==> src/rtl/pipeline_hazard_ctrl.sv <==
// Stall/flush controller for a five-stage RISC-V pipeline, with a memory-wait FSM and timeout.
// Optional performance counters are enabled by defining HAZARD_PERF_EN.
module pipeline_hazard_ctrl #(
    parameter int WAIT_MAX = 15,
    parameter int CNT_W    = 32
) (
    input  logic             clk,
    input  logic             rst_n,
    input  logic [4:0]       ID_Rs1,
    input  logic [4:0]       ID_Rs2,
    input  logic             ID_UsesRs1,
    input  logic             ID_UsesRs2,
    input  logic [4:0]       EX_Rd,
    input  logic             EX_MemRead,
    input  logic             EX_BranchTaken,
    input  logic             MEM_MemRead,
    input  logic             MEM_MemWrite,
    input  logic             dmem_ready,
    output logic             dmem_req,
    output logic             PC_Write,
    output logic             IF_ID_Write,
    output logic             ID_EX_Write,
    output logic             EX_MEM_Write,
    output logic             IF_ID_Flush,
    output logic             ID_EX_Flush,
    output logic             MEM_WB_Bubble,
`ifdef HAZARD_PERF_EN
    output logic [CNT_W-1:0] stall_cycles,
    output logic [CNT_W-1:0] flush_count,
`endif
    output logic             mem_fault
);

    localparam int WCNT_W = $clog2(WAIT_MAX + 1);
    localparam logic [WCNT_W-1:0] WAIT_LAST = WCNT_W'(WAIT_MAX);

    typedef enum logic {
        RUN,
        MEM_WAIT
    } state_t;

    state_t            state, state_nxt;
    logic [WCNT_W-1:0] wait_cnt, wait_cnt_nxt;
    logic              mem_op;
    logic              load_use;
    logic              mem_stall;
    logic              timeout;

    assign mem_op   = MEM_MemRead | MEM_MemWrite;
    assign load_use = EX_MemRead && (EX_Rd != 5'd0) &&
                      ((ID_UsesRs1 && (ID_Rs1 == EX_Rd)) ||
                       (ID_UsesRs2 && (ID_Rs2 == EX_Rd)));

    // NOTE: every signal written here gets a default first, so no latch can be inferred.
    always_comb begin
        state_nxt     = state;
        wait_cnt_nxt  = wait_cnt;
        mem_stall     = 1'b0;
        timeout       = 1'b0;
        dmem_req      = 1'b0;
        PC_Write      = 1'b1;
        IF_ID_Write   = 1'b1;
        ID_EX_Write   = 1'b1;
        EX_MEM_Write  = 1'b1;
        IF_ID_Flush   = 1'b0;
        ID_EX_Flush   = 1'b0;
        MEM_WB_Bubble = 1'b0;

        if (!rst_n) begin
            PC_Write      = 1'b0;
            IF_ID_Write   = 1'b0;
            ID_EX_Write   = 1'b0;
            EX_MEM_Write  = 1'b0;
            IF_ID_Flush   = 1'b1;
            ID_EX_Flush   = 1'b1;
            MEM_WB_Bubble = 1'b1;
        end else begin
            case (state)
                RUN: begin
                    if (mem_op) begin
                        dmem_req = 1'b1;
                        if (!dmem_ready) begin
                            mem_stall    = 1'b1;
                            state_nxt    = MEM_WAIT;
                            wait_cnt_nxt = '0;
                        end
                    end
                end
                MEM_WAIT: begin
                    // Timeout is decided from the counter alone, keeping dmem_ready off the dmem_req path.
                    if (wait_cnt == WAIT_LAST) begin
                        timeout       = 1'b1;
                        MEM_WB_Bubble = 1'b1;
                        state_nxt     = RUN;
                    end else begin
                        dmem_req = 1'b1;
                        if (dmem_ready) begin
                            state_nxt = RUN;
                        end else begin
                            mem_stall    = 1'b1;
                            wait_cnt_nxt = wait_cnt + 1'b1;
                        end
                    end
                end
                default: state_nxt = RUN;
            endcase

            if (mem_stall) begin
                PC_Write      = 1'b0;
                IF_ID_Write   = 1'b0;
                ID_EX_Write   = 1'b0;
                EX_MEM_Write  = 1'b0;
                MEM_WB_Bubble = 1'b1;
            end else if (EX_BranchTaken) begin
                IF_ID_Flush = 1'b1;
                ID_EX_Flush = 1'b1;
            end else if (load_use) begin
                PC_Write    = 1'b0;
                IF_ID_Write = 1'b0;
                ID_EX_Flush = 1'b1;
            end
        end
    end

    // NOTE: sequential state uses non-blocking assignments so every flop samples pre-edge values.
    always_ff @(posedge clk) begin
        if (!rst_n) begin
            state     <= RUN;
            wait_cnt  <= '0;
            mem_fault <= 1'b0;
        end else begin
            state    <= state_nxt;
            wait_cnt <= wait_cnt_nxt;
            if (timeout) begin
                mem_fault <= 1'b1;
            end
        end
    end

`ifdef HAZARD_PERF_EN
    logic lu_stall;
    logic br_flush;

    assign lu_stall = !mem_stall && !EX_BranchTaken && load_use;
    assign br_flush = !mem_stall && EX_BranchTaken;

    always_ff @(posedge clk) begin
        if (!rst_n) begin
            stall_cycles <= '0;
            flush_count  <= '0;
        end else begin
            if (mem_stall || lu_stall) begin
                stall_cycles <= stall_cycles + CNT_W'(1);
            end
            if (br_flush) begin
                flush_count <= flush_count + CNT_W'(1);
            end
        end
    end
`endif

endmodule

==> config.mk <==
export PLATFORM = sky130hd
export DESIGN_NAME = pipeline_hazard_ctrl
export DESIGN_NICKNAME = d
export VERILOG_FILES = /design/src/rtl/pipeline_hazard_ctrl.sv
export SDC_FILE = /design/constraint.sdc
export NUM_CORES = 1
export LEC_CHECK = 0
export CORE_AREA = 4 4 49 51
export CTS_BUF_LIST = sky130_fd_sc_hd__clkbuf_2 sky130_fd_sc_hd__clkbuf_4 sky130_fd_sc_hd__clkbuf_8
export DETAILED_ROUTE_END_ITERATION = 12
export DIE_AREA = 0 0 53 55
export DONT_BUFFER_PORTS = 1
export HOLD_SLACK_MARGIN = 0.06
export PLACE_DENSITY = 0.42
export SLEW_MARGIN = 30
export SYNTH_ARGS = -nofsm -noshare
export SYNTH_HDL_FRONTEND = slang
export SYNTH_SLANG_ARGS = --single-unit
==> constraint.sdc <==
create_clock -name clk -period 1.9 [get_ports clk]
set_input_delay 0.19 -clock clk [delete_from_list [all_inputs] [get_ports clk]]
set_output_delay 0.19 -clock clk [all_outputs]
set_load 0.01 [all_outputs]
# Yosys cells after proc, flatten, opt, wreduce, memory -nomap -nowiden
# Cells that the tools add are included.
[op_classes] n_addsub=1 eq_ne=7 muxes=32 bitwise=2 reduce_logical=7
[op_table] operator="$mux W1" n=25
[op_table] operator="$mux W4" n=4
[op_table] operator="$eq A5 B5 Y1" n=2
[op_table] operator="$ne A2 B2 Y1 const B" n=4
[op_table] operator="$pmux W4 S2" n=1
[op_table] operator="$reduce_bool A5 Y1" n=1
[op_table] operator="$add A4 B1 Y4 const B" n=1
[op_table] operator="$eq A4 B4 Y1 const B" n=1
[op_table] operator="$logic_and A1 B1 Y1" n=4
[op_table] operator="$pmux W1 S2" n=2
[op_table] operator="$reduce_and A4 Y1" n=1
[op_table] operator="$logic_or A1 B1 Y1" n=1
[op_table] operator="$not A1 Y1" n=1
[op_table] operator="$or A1 B1 Y1" n=1
[totals] ff_bits=6 inputBits=24 output_inout_bits=9 elab_cells=52

# Depth between registers and ports, before layout
# Gate-level depths: netlist (run 1).
[logic_depth] ltp_word=8 mapped_depth=6 ltp_nobuf=5

# Worst setup path after synthesis (run 1)
# No wires, ideal clock.
[synth_timing] kind="reg2out" start="register wait_cnt[0]" end="output PC_Write" t_arrival_ns=1.574 required_ns=1.710 slack_ns=0.136 stages_incl_launch_ff=7 n_path_buf=1 cell_sequence="dfxtp_1 > ha_1 > and4_4 > or3_4 > and2_4 > o31a_1 > buf_4"
[synth_via] elab_chain_cells=6
[synth_rtl] element="from (decl)" line="43" rtl="logic [WCNT_W-1:0] wait_cnt, wait_cnt_nxt;"
[synth_rtl] element="from (signal assigned)" line="133" rtl="wait_cnt <= wait_cnt_nxt;"
[synth_rtl] element="$eq A4 B4 Y1" line="91" rtl="if (wait_cnt == WAIT_LAST) begin"
[synth_rtl] element="$mux W1" line="91"
[synth_rtl] element="$pmux W1 S2" line="78" rtl="case (state)"
[synth_rtl] element="$mux W1" line="69" rtl="if (!rst_n) begin"
[synth_rtl] element="$mux W1 (2 in series)"
[synth_rtl] element="to (decl)" line="20" rtl="output logic PC_Write,"
# No other way between the ends. The select of a mux whose other input is x is not followed.

# Worst setup path in the final report (run 1)
[layout_timing] start="register wait_cnt[0]" end="output IF_ID_Write"
[layout_via] elab_chain_cells=6
[layout_rtl] element="$eq A4 B4 Y1" line="91"
[layout_rtl] element="$mux W1" line="91"
[layout_rtl] element="$pmux W1 S2" line="78"
[layout_rtl] element="$mux W1" line="69"
[layout_rtl] element="$mux W1" line="108" rtl="if (mem_stall) begin"
[layout_rtl] element="$mux W1" line="69"
[layout_rtl] element="to (decl)" line="21" rtl="output logic IF_ID_Write,"
# No other way between the ends. The select of a mux whose other input is x is not followed.

==> flow_summary.ini, run 1 <==
[final_layout]
finalNetCount = 89
multi_input_area_um2 = 360
drive_above_1_share = 0.242
fill_cells = 217
diodes = 0
seq_area_um2 = 125
area_growth_pct = 21.2
final_util = 0.302
finalInstanceArea_um2 = 586

[global_routing]
antenna_found_initial = 0
grt_pass1_wl_um = 1920
grtUsageTotal = 0.0975
overflow = 0
grt_pass1_vias = 427
grt_max_degree = 9

[drt]
drt_pass1_iterations = 4
route.detailed.drc = 0
wl_met3_um = 53
avgViaCountPerCell = 4.82
wl_um = 1260
wl_met2_um = 614
highest_layer = met4
vias = 429
postRouteAntennaNets = 0
routedWlPerCell_um = 14.1
drt_iter0_drc = 7
wl_met1_um = 538

[floorplan]
ios = 33
initial_core_util = 0.249
core_um2 = 1940
die_y_um = 55
rows = 16
die_w_um = 53
dieArea_um2 = 2920

[yosys]
syn_avg_cell_area_um2 = 8.47
yosysMostFrequentCell = xor2_1
synth_top_area_frac = 0.249
synth_nets = 82
ys_ff_latch = 6
ys_types = 31
synth_seq_area_share = 0.249
synth_edf_count = 0
synthTopCellsByCount = 8 x xor2_1, 6 x dfxtp_1, 5 x nand2_1, 3 x nand3_1, 3 x nor3_1
synth_cells = 57
synth_ff_type = dfxtp_1
async_flop_share = 0
synth.area.top_cells = dfxtp_1 25%, xor2_1 15%, nand2_1 3.9%, xnor2_1 3.6%, nand3_1 3.1%
synth_warnings = 0
yosysTopAreaCell = dfxtp_1
netlist_area_um2 = 483

[sta]
setup_viol = 0
worstMarginPinSlew_ps = 335
period_minus_slack_ps = 1880
fmax_mhz = 531
hold_violations = 0
finalClockSkew_ps = 1.24
slew_headroom = 0.775
drv_slew = 0
rsz0062_at_grt = true
finalCritPeriodShare = 0.992

[cts]
cts_inserted_buffers = 3
clk_latency_ps = 250
path_clk_slew_ps = 50
cts_tree = yes
root_buffer = clkbuf_4
cts_htree_levels = 1
clockBufferDepth = 2
cts.sinks = 6

[worst_hold_path]
worstHoldPathType = primary input to flip-flop

[setup_path]
worstPathCellList = ha_4, and4_4, or3_4, and2_4, o31a_1
start_kind = flip-flop
crit_family = simple AND/OR/NAND/NOR gates
worstPathBufferInverterCount = 0
path_max_fanout = 4
cpPeakStageDelay_ps = 370
cp.required_ps = 1710
path_class = flip-flop to primary output
slowest_stage = or3_4
critical_path_arrival_ps = 1690
endpoint_kind = primary output

[place]
port-buffer-count = 0
placed_cell_area_um2 = 505
place.gp.congestion = 0.732

[job]
drv_cap = 0

[status]
status = finished clean

[power]
p_leak_nw = 0.208
power_density_nw_per_um2 = 550
power.total_mw = 0.322
worst_ir_drop_vdd_mv = 0.164
worst register-to-register path, stage by stage, from the launching register on:
cell      delay [ps]
dfxtp_4          350
ha_4             160
and4_4           180
or3_4            370
buf_4            150
o21ai_0          130
a21boi_0          90
report_power, final:
part	switching (mW)	internal (mW)	leakage, nW	total [mW]
Sequential	0.00337	0.127	0.0499	0.131
Clock	0.0556	0.0721	0.0138	0.128
Combinational	0.0318	0.0320	0.144	0.0638
Total	0.0908	0.231	0.208	0.322
state kept, by name, summed over array words and instances, names as in the netlist:
register,flops
wait_cnt,4
mem_fault,1
state,1
final cells by class:
cell class | count | area share
Inverter | 1 | 0.00641
Timing Repair Buffer | 5 | 0.0684
Multi-Input combinational cell | 47 | 0.615
Sequential cell | 6 | 0.214
Tap cell | 27 | 0.0577
Clock buffer | 3 | 0.0385
per-stage QoR:
stage                     setup WS, ps  hold slack [ps]  instances  setup TNS [ps]
final                             15.3             84.8         89               0
after global placement             207              312         82               0
after CTS                         3.59             79.0         89               0
after floorplan                    136              386         57               0
after global routing             -48.0             81.2         89           -96.5
after detailed placement           187              316         82               0
worst paths after layout:
| path | cells after the start | endpoint | from | slack [ps] |
|---|---|---|---|---|
| setup / recovery | 5 | IF_ID_Write | wait_cnt[0] | 20 |
| hold / removal | 1 | wait_cnt[1] | rst_n | 80 |
| setup reg to reg | 6 | wait_cnt[2] | wait_cnt[0] | 360 |
| hold reg to reg | 2 | wait_cnt[1] | wait_cnt[1] | 480 |
kinds of logic (layout without fill, tap and decap cells):
group / after synthesis / count (layout) / synth area share
AO/OA/AOI/OAI: 10 / 10 / 0.153
XOR/XNOR: 10 / 10 / 0.181
adder cells (fa/ha/maj): 1 / 1 / 0.0259
buffers and inverters: 4 / 9 / 0.0466
flip-flops: 6 / 6 / 0.249
multiplexers: 1 / 1 / 0.0207
AND/OR/NAND/NOR: 25 / 25 / 0.324
per-layer routing:
metal	vias up	track usage
met5	-	0
met4	0	0.102
met3	5	0.0268
met2	15	0.136
met1	192	0.115
li1	217	-
repair_timing:
item / 4_1_cts / 5_1_grt
setup buffers: 3 / 0
pin swaps: 2 / 3
hold endpoints to repair: 3 / 0
resized for setup: 6 / 0
setup endpoints to repair: 4 / 3
hold buffers: 1 / 0
placed cells by master (no fill, tap or decap):
master	netlist	final
xor2_1	8	8
nand2_1	5	5
dfxtp_1	6	4
buf_4	2	4
nor3_1	3	3
nand3_1	3	3
clkbuf_4	0	3
xnor2_1	2	2
o21ai_0	2	2
and2_1	2	2
o21a_1	2	2
a21boi_1	2	2
nand4_1	1	1
and4_4	1	1
or3_4	1	1
and2_4	1	1
nor4_2	1	1
nor4_1	1	1
and2_0	1	1
a32oi_1	1	1
or4_1	1	1
o311ai_2	0	1
o31a_1	1	1
nor2_1	1	1
inv_1	1	1
mux2i_1	1	1
and3_1	1	1
nor2b_1	1	1
or3b_1	1	1
a21boi_0	1	1
ha_4	0	1
dlygate4sd3_1	0	1
dfxtp_4	0	1
dfxtp_2	0	1
Note: power is estimated with default switching activity, not from simulation.
==> run 2, diff against run 1 <==
==> constraint.sdc (replaced) <==
create_clock -name clk -period 1.9 [get_ports clk]
set_input_delay 0.19 -clock clk [delete_from_list [all_inputs] [get_ports clk]]
set_output_delay 0.19 -clock clk [all_outputs]
set_load 0.1 [all_outputs]
==> run 2 against run 1 <==
Net effect:
- the run now ends with setup timing left
- fmax is 3.5% lower
- sequential cell count stayed put
- sequential share of layout area decreased by 5.6 points
- non-clock buffer count up 14
- highest routed layer unchanged
- final area rose by 34%
- critical path depth grew 1
- via count grew 18%
- sequential power about the same
- global-route usage up 0.61 points
- power increased by 37%
==> flow_summary.ini, run 2 (synthesis gave the netlist of run 1 again) <==
[final_layout]
diodes = 0
layout_commonest_cell = buf_4
finalNetCount = 103
final_util = 0.403
top_regs = wait_cnt: 4 flops, mem_fault: 1 flops, state: 1 flops
final_cell_mix = 11 x buf_4, 8 x xor2_1, 4 x nand2_1
drive_above_1_share = 0.421
area_growth_pct = 62.2
max_flop_register = wait_cnt
largest_register_ffs = 4

[global_routing]
grt_pass1_wl_um = 2080
grtUsageTotal = 0.104
overflow = 0
grt_pass1_vias = 508
antenna_found_initial = 0
grt_max_degree = 10

[setup_path]
crit_family = simple AND/OR/NAND/NOR gates
worstPathBufferInverterCount = 1
cp_num_cells = 6
r2r-start = wait_cnt[1]
worstPathCellList = ha_4, and4_4, or3_4, and2_4, o31a_4, buf_16
critical_path_arrival_ps = 1760
path_max_fanout = 3
r2r-end = wait_cnt[2]
cp.required_ps = 1710
cpPeakStageDelay_ps = 370
endpoint_kind = primary output
rrSetupSlack_ps = 260
path_class = flip-flop to primary output
start_kind = flip-flop
rr_worst_depth = 7
critPathCapture = PC_Write
slowest_stage = or3_4
startpoint = wait_cnt[1]

[worst_hold_path]
hold_depth = 1
worstHoldPathType = primary input to flip-flop
hp-start = rst_n

[cts]
cts_tree = yes
cts_htree_levels = 1
root_buffer = clkbuf_4
clk_latency_ps = 240
cts.sinks = 6
path_clk_slew_ps = 40
cts_inserted_buffers = 3
clockBufferDepth = 2

[sta]
slew_headroom = 0.709
fin_hold_ws_ps = 94.2
hold_violations = 0
period_minus_slack_ps = 1950
finalCritPeriodShare = 1.03
fmax_mhz = 512
finalSetupTns_ps = -104
layout_setup_ws_ps = -52.8
finalClockSkew_ps = 4.38
drv_slew = 0
rsz0062_at_grt = true
setup_viol = 2
worstMarginPinSlew_ps = 436

[place]
port-buffer-count = 0
dp_hpwl_um = 1100
dp_slack_ps = 175
place.gp.congestion = 0.712

[drt]
drt_pass1_iterations = 4
routedWlPerCell_um = 13.8
vias = 507
wl_um = 1420
drt_iter0_drc = 7
route.detailed.drc = 0
postRouteAntennaNets = 0
avgViaCountPerCell = 4.92

[floorplan]
rows = 16
core_um2 = 1940
die_w_um = 53
ios = 33
die_y_um = 55
initial_core_util = 0.249
dieArea_um2 = 2920

[status]
status = finished with violations
violations = setup timing

[power]
p_int_mw = 0.270
power.total_mw = 0.443
p_leak_nw = 0.316
netSwitchingFraction = 0.390
power_switching_mw = 0.173
power_density_nw_per_um2 = 565
p_comb_frac = 0.432
worst_ir_drop_vdd_mv = 0.344
clockPowerShare = 0.269
p_seq_frac = 0.299

[job]
drv_cap = 0
-- run 2: cell types whose count changed in the layout (fill, tap and decap cells not counted), moves of 2 or more --
cell     change
dfxtp_2      +2
buf_6        +2
buf_4        +7
buf_12       +3
-- run 2: stage by stage --
step                area (um^2)  instances
finish                      783        103
global route                783        103
CTS                         753        100
global placement            667         91
floorplan                   539         57
detailed placement          667         91
-- run 2: worst min path at each step --
stage | end | slack (ps)
floorplan | state | 390
global placement | wait_cnt[0] | 310
detailed placement | wait_cnt[3] | 310
CTS | wait_cnt[0] | 60
global route | wait_cnt[1] | 70
finish | wait_cnt[1] | 90
-- run 2: worst reg2reg max path: stages, from the launching register on --
cell	delay [ps]
dfxtp_2	330
ha_4	150
buf_4	120
buf_4	130
nand4_1	140
nand3_1	160
or3b_1	390
a21boi_0	160
-- run 2: power by group through the flow --
stage	Sequential, mW	Combinational [mW]	Clock, mW
finish	0.132	0.191	0.119
global route	0.132	0.200	0.140
CTS	0.132	0.189	0.128
detailed placement	0.134	0.179	0
global placement	0.134	0.179	0
floorplan	0.133	0.146	0
-- run 2: area by class of cell --
type                       count  area [um^2]
clock buffer                   3         22.5
fill                         199         1160
inverter                       1         3.75
multi-input combinational     47          387
sequential                     6          124
tap                           27         33.8
timing repair buffer          19          213
-- run 2: per-layer routing --
layer,vias to the layer above,global-route usage,part of all wire
li1,247,-,-
met1,238,0.113,0.39
met2,20,0.171,0.55
met3,2,0.0375,0.051
met4,0,0.0638,0.0085
met5,-,0,0
-- run 2: timing repair --
item	4_1_cts	5_1_grt
endpoints found under the setup margin	5	5
hold endpoints to repair	2	1
hold buffers	1	1
buffers inserted	5	2
pin swaps	3	3
resized for setup	3	2
==> run 3, diff against run 2 <==
CAP_MARGIN = 20   (was not set)
==> results of run 3 <==
No change in the layout: final DEF, timing and power equal those of run 2.
